==> config.mk <==
export PLATFORM = sky130hd
export DESIGN_NAME = conv_seq
export DESIGN_NICKNAME = d
export VERILOG_FILES = /design/src/rtl/conv_pkg.sv /design/src/rtl/conv_seq_rc_cnt.sv /design/src/rtl/conv_seq.sv
export SDC_FILE = /design/constraint.sdc
export NUM_CORES = 1
export LEC_CHECK = 0
export CAP_MARGIN = 20
export CORE_MARGIN = 8
export CORE_UTILIZATION = 46
export CTS_CLUSTER_DIAMETER = 150
export DETAILED_ROUTE_END_ITERATION = 10
export PLACE_DENSITY = 0.76
export SYNTH_ARGS = -nofsm -noshare
export SYNTH_HDL_FRONTEND = slang
export SYNTH_SLANG_ARGS = --single-unit
==> constraint.sdc <==
create_clock -name clk -period 1.7 [get_ports clk]
set_clock_uncertainty 0.05 [all_clocks]
set_input_delay 0.425 -clock clk [delete_from_list [all_inputs] [get_ports clk]]
set_output_delay 0.425 -clock clk [all_outputs]
set_load 0.02 [all_outputs]
==> src/rtl/conv_pkg.sv <==
// Shared types and helpers for the convolution frame sequencer and its counters.
package conv_pkg;

    typedef enum logic [1:0] {
        IDLE  = 2'd0,
        FETCH = 2'd1,
        DRAIN = 2'd2,
        DONE  = 2'd3
    } seq_state_e;

    localparam int MEM_RD_LAT = 1;

    // Never returns less than 1 so that degenerate sizes still yield a legal vector width.
    function automatic int clog2_min1(input int value);
        int w;
        w = 0;
        while ((1 << w) < value) begin
            w = w + 1;
        end
        return (w < 1) ? 1 : w;
    endfunction

endpackage

==> src/rtl/conv_seq_rc_cnt.sv <==
// Raster row/col counter with a parallel linear address counter, so row*N+col needs no multiplier.
module conv_seq_rc_cnt
    import conv_pkg::*;
#(
    parameter int N  = 100,
    parameter int AW = clog2_min1(N * N),
    parameter int CW = clog2_min1(N)
) (
    input  logic          clk,
    input  logic          rst,
    input  logic          clr_i,
    input  logic          en_i,
    output logic [CW-1:0] row_o,
    output logic [CW-1:0] col_o,
    output logic [AW-1:0] addr_o,
    output logic          col_wrap_o,
    output logic          row_wrap_o,
    output logic          last_o
);

    logic [CW-1:0] row_q, row_d;
    logic [CW-1:0] col_q, col_d;
    logic [AW-1:0] addr_q, addr_d;

    assign col_wrap_o = (col_q == CW'(N - 1));
    assign row_wrap_o = (row_q == CW'(N - 1));
    assign last_o     = col_wrap_o & row_wrap_o;

    always_comb begin
        row_d  = row_q;
        col_d  = col_q;
        addr_d = addr_q;
        if (clr_i) begin
            row_d  = '0;
            col_d  = '0;
            addr_d = '0;
        end else if (en_i) begin
            if (col_wrap_o) begin
                col_d = '0;
                row_d = row_wrap_o ? '0 : row_q + CW'(1);
            end else begin
                col_d = col_q + CW'(1);
            end
            addr_d = last_o ? '0 : addr_q + AW'(1);
        end
    end

    always_ff @(posedge clk or negedge rst) begin
        if (!rst) begin
            row_q  <= '0;
            col_q  <= '0;
            addr_q <= '0;
        end else begin
            row_q  <= row_d;
            col_q  <= col_d;
            addr_q <= addr_d;
        end
    end

    assign row_o  = row_q;
    assign col_o  = col_q;
    assign addr_o = addr_q;

endmodule

==> src/rtl/conv_seq.sv <==
// Frame sequencer: raster-scans pixel memory, flags complete KxK windows, drains the convolutor.
// Optional cycle counter on perf_cycles_o is enabled by defining CONV_SEQ_PERF_EN.
module conv_seq
    import conv_pkg::*;
#(
    parameter int N   = 100,
    parameter int K   = 3,
    parameter int LAT = 4,
    parameter int AW  = clog2_min1(N * N)
) (
    input  logic          clk,
    input  logic          rst,
    input  logic          start_i,
    input  logic          stall_i,
    output logic          rd_en_o,
    output logic [AW-1:0] rd_addr_o,
    output logic          shift_o,
    output logic          win_valid_o,
    output logic          running_o,
    output logic          done_o,
    output logic [31:0]   perf_cycles_o
);

    localparam int CW  = clog2_min1(N);
    localparam int DCW = clog2_min1(LAT + 1);

    seq_state_e     state_q;
    logic [DCW-1:0] drain_cnt_q;
    logic           running_q;
    logic           done_q;
    logic           shift_q;
    logic [CW-1:0]  shift_row_q;
    logic [CW-1:0]  shift_col_q;

    logic          start_acc;
    logic          drain_last;
    logic [CW-1:0] row;
    logic [CW-1:0] col;
    logic          last_pix;
    logic          unused_col_wrap;
    logic          unused_row_wrap;

    assign rd_en_o    = (state_q == FETCH) & ~stall_i;
    assign start_acc  = (state_q == IDLE) & start_i;
    assign drain_last = (state_q == DRAIN) & (drain_cnt_q == DCW'(LAT));

    conv_seq_rc_cnt #(
        .N  (N),
        .AW (AW),
        .CW (CW)
    ) u_rc_cnt (
        .clk        (clk),
        .rst        (rst),
        .clr_i      (start_acc),
        .en_i       (rd_en_o),
        .row_o      (row),
        .col_o      (col),
        .addr_o     (rd_addr_o),
        .col_wrap_o (unused_col_wrap),
        .row_wrap_o (unused_row_wrap),
        .last_o     (last_pix)
    );

    always_ff @(posedge clk or negedge rst) begin
        if (!rst) begin
            state_q     <= IDLE;
            drain_cnt_q <= '0;
            running_q   <= 1'b0;
            done_q      <= 1'b0;
        end else begin
            case (state_q)
                IDLE: begin
                    if (start_i) begin
                        state_q   <= FETCH;
                        running_q <= 1'b1;
                    end
                end
                FETCH: begin
                    if (rd_en_o && last_pix) begin
                        state_q     <= DRAIN;
                        drain_cnt_q <= '0;
                    end
                end
                DRAIN: begin
                    if (drain_last) begin
                        state_q   <= DONE;
                        running_q <= 1'b0;
                        done_q    <= 1'b1;
                    end else begin
                        drain_cnt_q <= drain_cnt_q + DCW'(1);
                    end
                end
                DONE: begin
                    state_q <= IDLE;
                    done_q  <= 1'b0;
                end
                default: begin
                    state_q   <= IDLE;
                    running_q <= 1'b0;
                    done_q    <= 1'b0;
                end
            endcase
        end
    end

    // Pixel returns one cycle after its read; its coordinates travel alongside it.
    always_ff @(posedge clk or negedge rst) begin
        if (!rst) begin
            shift_q     <= 1'b0;
            shift_row_q <= '0;
            shift_col_q <= '0;
        end else begin
            shift_q     <= rd_en_o;
            shift_row_q <= row;
            shift_col_q <= col;
        end
    end

    assign shift_o     = shift_q;
    assign win_valid_o = shift_q & (shift_row_q >= CW'(K - 1)) & (shift_col_q >= CW'(K - 1));
    assign running_o   = running_q;
    assign done_o      = done_q;

`ifdef CONV_SEQ_PERF_EN
    logic [31:0] perf_cnt_q;
    logic [31:0] perf_q;
    logic [31:0] perf_inc;

    assign perf_inc = (perf_cnt_q == 32'hFFFF_FFFF) ? perf_cnt_q : perf_cnt_q + 32'd1;

    // The final DRAIN cycle is included by latching the incremented value.
    always_ff @(posedge clk or negedge rst) begin
        if (!rst) begin
            perf_cnt_q <= '0;
            perf_q     <= '0;
        end else begin
            if (start_acc) begin
                perf_cnt_q <= '0;
            end else if (state_q == FETCH || state_q == DRAIN) begin
                perf_cnt_q <= perf_inc;
            end
            if (drain_last) begin
                perf_q <= perf_inc;
            end
        end
    end

    assign perf_cycles_o = perf_q;
`else
    assign perf_cycles_o = '0;
`endif

endmodule

======== After elaboration in Yosys (flattened, before gate mapping) ========
Cells that the tools add are included.
word-level totals
  register bits ........................... 50
  latch bits .............................. 0
  RAM bits ................................ 0
  bits in read-only memories .............. 0
  memories kept ........................... 0
cells by class
  add/sub/neg operators ................... 4
  multipliers ............................. 0
  div/mod/pow operators ................... 0
  order comparisons ....................... 2
  eq/ne operators ......................... 10
  shift operators ......................... 0
  muxes and demuxes ....................... 22
  bitwise logic cells ..................... 7
  reduce and logical (&&, ||, !) cells .... 12
operators by type and width
  cell                                                                number
  2-to-1 mux 7 bit                                                    7
  2-to-1 mux 14 bit                                                   3
  adder 14 x 1 -> 14 bit (second input constant)                      1
  adder 7 x 1 -> 7 bit (second input constant)                        2
  == test 7 bit (second input constant)                               2
  greater-or-equal comparator 7 x 2 -> 1 bit (second input constant)  2
  nonzero test 2 bit                                                  5
  AND reduction 3 bit                                                 3
  case mux 2 bit (4 select lines)                                     1
  AND 1 bit                                                           6
  2-to-1 mux 2 bit                                                    3
  2-to-1 mux 3 bit                                                    2
  != test 2 bit (second input constant)                               3
  case mux 3 bit (2 select lines)                                     1
  == test 2 bit (second input constant)                               2
  case mux 1 bit (2 select lines)                                     2
  AND reduction 2 bit                                                 2
  adder 3 x 1 -> 3 bit (second input constant)                        1
  == test 3 bit (second input constant)                               1
  2-to-1 mux 1 bit                                                    3
  == test 2 x 1 -> 1 bit (second input constant)                      1
  zero test 2 bit                                                     1
  != test 2 x 1 -> 1 bit (second input constant)                      1
  logical AND 1 bit                                                   1
  NOT 1 bit                                                           1

======== Depth between registers and ports, before layout ========
Gate-level depths: netlist of run 1.
  depth after elaboration ................. 5
  depth in mapped cells ................... 10
  depth with buffers taken out ............ 8

======== By module ========
Synthesis of run 1 repeated with hierarchy kept, for this count alone.
second synthesis, totals
  cell total of the unflattened synthesis .. 267
  area total of the unflattened synthesis .. 2666.3 um2
by module, submodules not included
  module           times used  cells an instance  area an instance (um2)
  conv_seq_rc_cnt  1           164                1557.7
  conv_seq         1           103                1108.6

======== Worst setup path after synthesis of run 1 ========
OpenSTA, ideal clock, no wires.
  kind .................................... register to register
  start point ............................. reg state_q[1]
  end point ............................... reg u_rc_cnt.row_q[5], in the netlist u_rc_cnt.row_o[5]
  library setup time ...................... 0.132 ns
  arrival time ............................ 1.816 ns
  required time ........................... 1.518 ns
  slack ................................... -0.298 ns
  cell stages (with the launch flop) ...... 10
  path buffers ............................ 1
  period minus slack after synthesis ...... 1.998 ns
  path through ............................ dfrtp_1 inv_1 ha_1 nand2b_1 clkbuf_1 inv_1 a41o_1 and4_1 xnor2_1 nor2_1
between the ends
  longest elaborated chain between the ends .. 4
  elaborated cells between the ends (all ways) .. 8
ends and longest elaborated chain
  what                           line                   text
  from (decl)                    conv_seq.sv:27         seq_state_e state_q;
  from (signal assigned)         conv_seq.sv:66         state_q <= IDLE;
  from (signal assigned)         conv_seq.sv:74         state_q <= FETCH;
  from (signal assigned)         conv_seq.sv:80         state_q <= DRAIN;
  == test 2 x 1 -> 1 bit         conv_seq.sv:43         assign rd_en_o = (state_q == FETCH) & ~stall_i;
  AND 1 bit                      conv_seq.sv:43
  via rd_en_o                    conv_seq.sv:15         output logic rd_en_o,
  nonzero test 2 bit (no line)   -
  AND reduction 2 bit (no line)  -
  to (signal assigned)           conv_seq_rc_cnt.sv:54  row_q <= row_d;
  to (decl)                      conv_seq_rc_cnt.sv:21  logic [CW-1:0] row_q, row_d;
The timed path passes the listed nets, and every way through them passes these cells.
A chain may end at the register's enable or synchronous reset.

======== Worst setup path after layout of run 1 ========
  start point ............................. reg shift_col_q[1]
  end point ............................... out win_valid_o
between the ends
  longest elaborated chain between the ends .. 2
ends and longest elaborated chain
  what                                        line             text
  from (decl)                                 conv_seq.sv:33   logic [CW-1:0] shift_col_q;
  from (signal assigned)                      conv_seq.sv:115  shift_col_q <= col;
  greater-or-equal comparator 7 x 2 -> 1 bit  conv_seq.sv:120  assign win_valid_o = shift_q & (shift_row_q >= CW'(K - 1)) & (shift_col_q >= CW'(K - 1));
  AND 1 bit                                   conv_seq.sv:120
  to (decl)                                   conv_seq.sv:18   output logic win_valid_o,
Every way passes these cells.

==> flow_summary.yaml, run 1 <==
placed_design:
  port_buffers: 22
  post-place-ws_ns: -0.5121
  placed_area_sq_um: 3164
  hpwl_mm: 4.092
  placed_cells_incl_taps: 395
  gp_congestion: 0.7882
grt:
  grt_pass1_vias: 2228
  antenna_found_initial: 0
  gr-total-overflow: 0
  grt_max_degree: 49
  grt_pass1_wl_mm: 10.36
  grtUsageTotal_pct: 14.99
power:
  p_leak_nw: 1.733
  pwr_density_cell_nw_per_um2: 848.9
  ir_drop_uv: 503.8
  p_total_mw: 3.030
synth:
  synth_ff_type: "dfrtp_1"
  seq_area_frac_synth_pct: 46.65
  syn-mean-instance-area_sq_um: 10.14
  synth_edf_count: 0
  netlist_area_sq_um: 2575
  ys_ff_latch: 48
  synth_warnings: 0
  yosysUniqueCellTypes: 44
  synth_async_sr_flop_share_pct: 100.0
  netlist_instances: 254
layout:
  fill_cells: 447
  nets: 350
  post-route-cell-area_sq_um: 3570
  layout_commonest_cell: "dfrtp_1"
  final_util_pct: 65.23
  final_cell_mix: "dfrtp_1 (48), buf_4 (44), conb_1 (32)"
  area_delta_synth_final_pct: 38.63
  diodes: 0
  drive_above_1_share_pct: 35.91
  instances_no_fill: 409
clock_network:
  cts_buffers: 5
  clkSlewWorstSetupHoldPaths_ns: 0.09
  ctsHoldBuffers: 0
  cts_htree_levels: 2
  root_buffer: "clkbuf_8"
  cts_tree: "yes"
  clkLatencyLatePin_ns: 0.31
  cts.path.max_buffers: 2
  clkSinkCount: 48
die:
  fp.coreArea_sq_um: 5473
  rows: 27
  io_pins: 55
  fp.dieArea_sq_um: 8248
  fp.dieH_um: 90.82
  start_util_pct: 47.05
  die_w_um: 90.82
detailed_routing:
  drc: 0
  via_per_inst: 5.110
  met2_length_mm: 3.440
  routed-wl-met3_um: 283
  drt-met1-wl_mm: 2.580
  wire_per_inst_um: 15.82
  drtPass1Iterations: 4
  maxUsedRoutingLayer: "met4"
  vias: 2090
  drtAntennaViolNets: 0
  finalWirelength_mm: 6.471
  drtIter0Drc: 125
setup_path:
  cpMaxStageDelayCell: "or4_1"
  reg2reg_slack_ns: -0.21
  rr_startpoint: "u_rc_cnt.row_o[3]$_DFFE_PN0P_"
  crit_fanout: 1
  cp_cell_sequence: "or4_1, o31ai_1, a21oi_1, buf_2"
  critPathLaunchType: "flop"
  arrival_ns: 1.61
  ff2ff_path_depth: 5
  required_ns: 1.22
  end_kind: "output port"
  r2r_end: "state_q[1]$_DFFE_PN0P_"
  slowest_delay_ns: 0.51
  path_class: "flop to output port"
timing:
  finalSetupViolCount: 24
  hold_slack_ns: 0.03736
  tns_ns: -2.239
  report.final.slew_viol_count: 0
  post-route-period-util_pct: 122.6
  setup_ws_ns: -0.3834
  fmax_ghz: 0.4800
  report.final.hold_viol_count: 0
  rsz0062_at_grt: "yes"
  layout_min_cycle_time_ns: 2.083
hold_path:
  holdCritPathClass: "input pin to asynchronous set/reset pin"
run_status:
  violations: "setup timing"
  status: "finished, violations left"
job:
  maxCapViolCount: 0
## synth_stat cells (all sizes together) (2+ instances only)
library cell  instances  area share, %
nand4                 8            1.9
o22ai                 2           0.49
a22o                  3            1.0
a31oi                 5            1.2
o21ai                12            2.5
xnor2                 5            1.7
a32o                  2           0.78
o21a                  2           0.87
buf                  34            9.7
nand4b                2            1.3
nand2b                4           0.97
or3                   2           0.49
nand3                13            2.5
nor3                  4           0.78
xor2                  9            3.1
mux2                  2            1.0
ha                   10            4.9
dfrtp                48             47
and2                  6            1.5
inv                  10            1.5
clkbuf                2           0.29
a21oi                 8            1.6
nor2                 21            3.1
nor4b                 3            2.2
nand2                24            3.5
## power breakdown
part           internal (mW)  total, mW  switching, mW
logic                  0.317      0.762          0.445
clock network          0.435      0.827          0.392
registers               1.30       1.44          0.139
## state kept, by name, indices dropped and copies added, names as in the netlist
name	flops
shift_row_q	6
running_o	1
u_rc_cnt.addr_o	14
u_rc_cnt.row_o	7
done_o	1
u_rc_cnt.col_o	7
shift_col_q	6
shift_o	1
state_q	2
drain_cnt_q	3
## what timing repair did
action,4_1_cts,5_1_grt
endpoints found under the hold margin,0,0
setup endpoints to repair,47,33
cloned,1,0
pin swaps,29,21
resized for setup,69,31
buffers inserted,5,3
## final cells by class
type	instances	area, sq um	area share, %
sequential	48	1201	33.65
inverter	10	40.04	1.122
clock inverter	3	42.54	1.192
multi-input combinational	191	1441	40.38
tap	72	90.09	2.524
timing repair buffer	80	685.7	19.21
clock buffer	5	68.82	1.928
## worst max path at each step
stage	startpoint	to	cells after the start
after floorplan	u_rc_cnt.col_o[4]$_DFFE_PN0P_	state_q[1]$_DFFE_PN0P_	5
after global placement	stall_i	rd_en_o	4
after detailed placement	stall_i	rd_en_o	4
after CTS	shift_col_q[1]$_DFF_PN0_	win_valid_o	4
after global routing	shift_col_q[1]$_DFF_PN0_	win_valid_o	4
final	shift_col_q[1]$_DFF_PN0_	win_valid_o	4
## metal layers
| metal | vias up | global-route usage (%) |
|---|---|---|
| li1 | 985 | - |
| met1 | 1026 | 16.83 |
| met2 | 59 | 26.49 |
| met3 | 20 | 4.073 |
| met4 | 0 | 5.321 |
| met5 | - | 0 |
## cell families after synthesis
family	count (synthesis)	share of synthesized area [%]
AND/OR/NAND/NOR	91	19.29
flip-flops	48	46.65
buffers and inverters	46	11.47
AO/OA/AOI/OAI	41	11.42
XOR/XNOR	14	4.762
adder cells (fa/ha/maj)	10	4.859
multiplexers	3	1.409
other	1	0.1456
## worst max-delay path: cells and delay by family (launching register included)
kind / cells / cell delay, ns
AOI/OAI and AO/OA: 2 / 0.26
buffers and inverters: 1 / 0.17
DFF: 1 / 0.36
and+or+nand+nor: 1 / 0.51
No activity file was read; power rests on OpenSTA's default activity.
==> run 2: changes to the inputs <==
--- a/config.mk
+++ b/config.mk
@@ -9,6 +9,7 @@
 export CORE_MARGIN = 8
 export CORE_UTILIZATION = 46
 export CTS_CLUSTER_DIAMETER = 150
+export CTS_CLUSTER_SIZE = 40
 export DETAILED_ROUTE_END_ITERATION = 10
 export PLACE_DENSITY = 0.76
 export SYNTH_ARGS = -nofsm -noshare
==> results of run 2 <==
Final layout, timing and power as in run 1 (identical DEF).
==> run 3: changes to the inputs <==
--- a/config.mk
+++ b/config.mk
@@ -6,6 +6,7 @@
 export NUM_CORES = 1
 export LEC_CHECK = 0
 export CAP_MARGIN = 20
+export CORE_ASPECT_RATIO = 1.5
 export CORE_MARGIN = 8
 export CORE_UTILIZATION = 46
 export CTS_CLUSTER_DIAMETER = 150
==> run 3 against run 2 <==
Net effect: the flow still finishes with violations (setup timing); fmax decreased by 2.0%; register-to-register slack barely moved; via count decreased by 0.29%; die area rose by 0.59%; hold slack worse by 0.011 ns; global-route usage rose by 0.22 points; critical endpoint unchanged.
==> flow_summary.yaml, run 3 (same netlist as run 1, synthesis figures left out) <==
detailed_routing:
  via_per_inst: 5.146
  drtPass1Iterations: 4
  finalWirelength_mm: 6.562
  drtAntennaViolNets: 0
  wire_per_inst_um: 16.20
  vias: 2084
  drc: 0
  drtIter0Drc: 90
setup_path:
  crit_buf_inv: 1
  crit_fanout: 1
  path_class: "flop to output port"
  slowest_delay_ns: 0.54
  cp_cell_sequence: "or4_4, o31ai_4, a21oi_2, buf_6"
  cpMaxStageDelayCell: "or4_4"
  required_ns: 1.22
  end_kind: "output port"
  critPathLaunchType: "flop"
  arrival_ns: 1.65
  reg2reg_slack_ns: -0.22
  critical-path-top-delay-family: "simple AND/OR/NAND/NOR gates"
clock_network:
  clkSinkCount: 48
  root_buffer: "clkbuf_8"
  clkSlewWorstSetupHoldPaths_ns: 0.10
  cts_buffers: 5
  cts_htree_levels: 2
  clkLatencyLatePin_ns: 0.30
  cts.path.max_buffers: 2
  cts_tree: "yes"
die:
  rows: 33
  fp.dieArea_sq_um: 8297
  die_w_um: 77.09
  fp.coreArea_sq_um: 5450
  fp.dieH_um: 107.6
  io_pins: 55
  start_util_pct: 47.25
job:
  maxCapViolCount: 0
grt:
  grt_max_degree: 49
  grt_pass1_vias: 2290
  grt_pass1_wl_mm: 10.35
  antenna_found_initial: 0
  grtUsageTotal_pct: 15.21
  gr-total-overflow: 0
power:
  p_total_mw: 3.065
  combPwrFrac_pct: 24.9
  p_int_mw: 2.064
  ir_drop_uv: 497.5
  pwr_density_cell_nw_per_um2: 873.0
  p_sw_mw: 1.001
  power_frac_clock_pct: 27.7
  swShare_pct: 32.64
  p_leak_nw: 1.707
  seq_power_share_pct: 47.3
layout:
  instances_no_fill: 405
  largest_register_ffs: 14
  nets: 348
  layout_commonest_cell: "dfrtp_1"
  final_cell_mix: "dfrtp_1 (48), buf_4 (45), conb_1 (32)"
  area_delta_synth_final_pct: 36.35
  drive_above_1_share_pct: 35.52
  fill_cells: 436
  diodes: 0
timing:
  rsz0062_at_grt: "yes"
  fmax_ghz: 0.4704
  post-route-period-util_pct: 125.1
  report.final.slew_viol_count: 0
  layout_min_cycle_time_ns: 2.126
  finalSetupViolCount: 24
  report.final.hold_viol_count: 0
  hold_slack_ns: 0.02603
  setup_ws_ns: -0.4260
placed_design:
  gp_congestion: 0.8013
  hpwl_mm: 4.341
  placed_cells_incl_taps: 393
  port_buffers: 22
run_status:
  status: "finished, violations left"
  violations: "setup timing"
hold_path:
  holdCritPathClass: "input pin to asynchronous set/reset pin"
## run 3: cell types whose count changed in the layout (fill, tap and decap cells not counted), moves of 2 or more
cell,delta
ha_2,+3
buf_6,-2
xnor2_2,-2
o21ai_1,-2
o21ai_0,+2
o21ai_2,+2
o21ai_4,-2
nor3_2,+2
nor2_4,-2
xnor2_1,+2
ha_1,-2
## run 3: layout make-up
cell class	instances	area (sq um)	area share (%)
clock buffers	5	68.82	1.960
clock inverters	3	46.29	1.319
inverters	10	40.04	1.140
multi-input cells	191	1401	39.91
flip-flops and latches	48	1201	34.21
well taps	70	87.58	2.495
repair buffers	78	665.6	18.96
## run 3: worst paths after layout
kind,startpoint,end,cells past startpoint
max,shift_col_q[4]$_DFF_PN0_,win_valid_o,4
min,rst,u_rc_cnt.addr_o[6]$_DFFE_PN0P_,2
max in group asynchronous,rst,u_rc_cnt.col_o[0]$_DFFE_PN0P_,2
min reg2reg,u_rc_cnt.row_o[6]$_DFFE_PN0P_,shift_row_q[6]$_DFF_PN0_,1
min in group clk,u_rc_cnt.row_o[6]$_DFFE_PN0P_,shift_row_q[6]$_DFF_PN0_,1
max reg2reg,u_rc_cnt.row_o[4]$_DFFE_PN0P_,state_q[1]$_DFFE_PN0P_,5
## run 3: power by group through the flow
stage	Sequential, mW	Combinational (mW)	Clock, mW
2_1_floorplan	1.54	0.335	0
3_3_place_gp	1.45	0.700	0
3_5_place_dp	1.46	0.718	0
4_1_cts	1.44	0.697	0.855
5_1_grt	1.47	0.837	0.902
6_report	1.45	0.765	0.850
## run 3: timing repair
item	in CTS	in global routing
buffers inserted	2	4
gates cloned	1	0
gates resized for setup	57	34
hold buffers	0	0
pin swaps	19	11
endpoints found under the hold margin	0	0
setup endpoints to repair	47	35
## run 3: metrics by stage
stage	utilization, %	TNS (ns)	setup slack [ns]	cell area (sq um)
after detailed placement	58.01	-9.911	-0.5083	3162
after CTS	61.96	-2.066	-0.3866	3377
after floorplan	-	-0.3386	-0.2016	2718
after global placement	58.01	-9.221	-0.4971	3162
after global routing	64.42	-3.782	-0.4703	3511
final	64.42	-2.175	-0.4260	3511
## run 3: per-layer routing
layer  track usage, %  up-vias  wire (um)
met4            7.588        0        154
met3            4.097       16        335
met1            14.24     1030       2410
met5                0        -          0
li1                 -      976          -
met2            29.37       62       3661
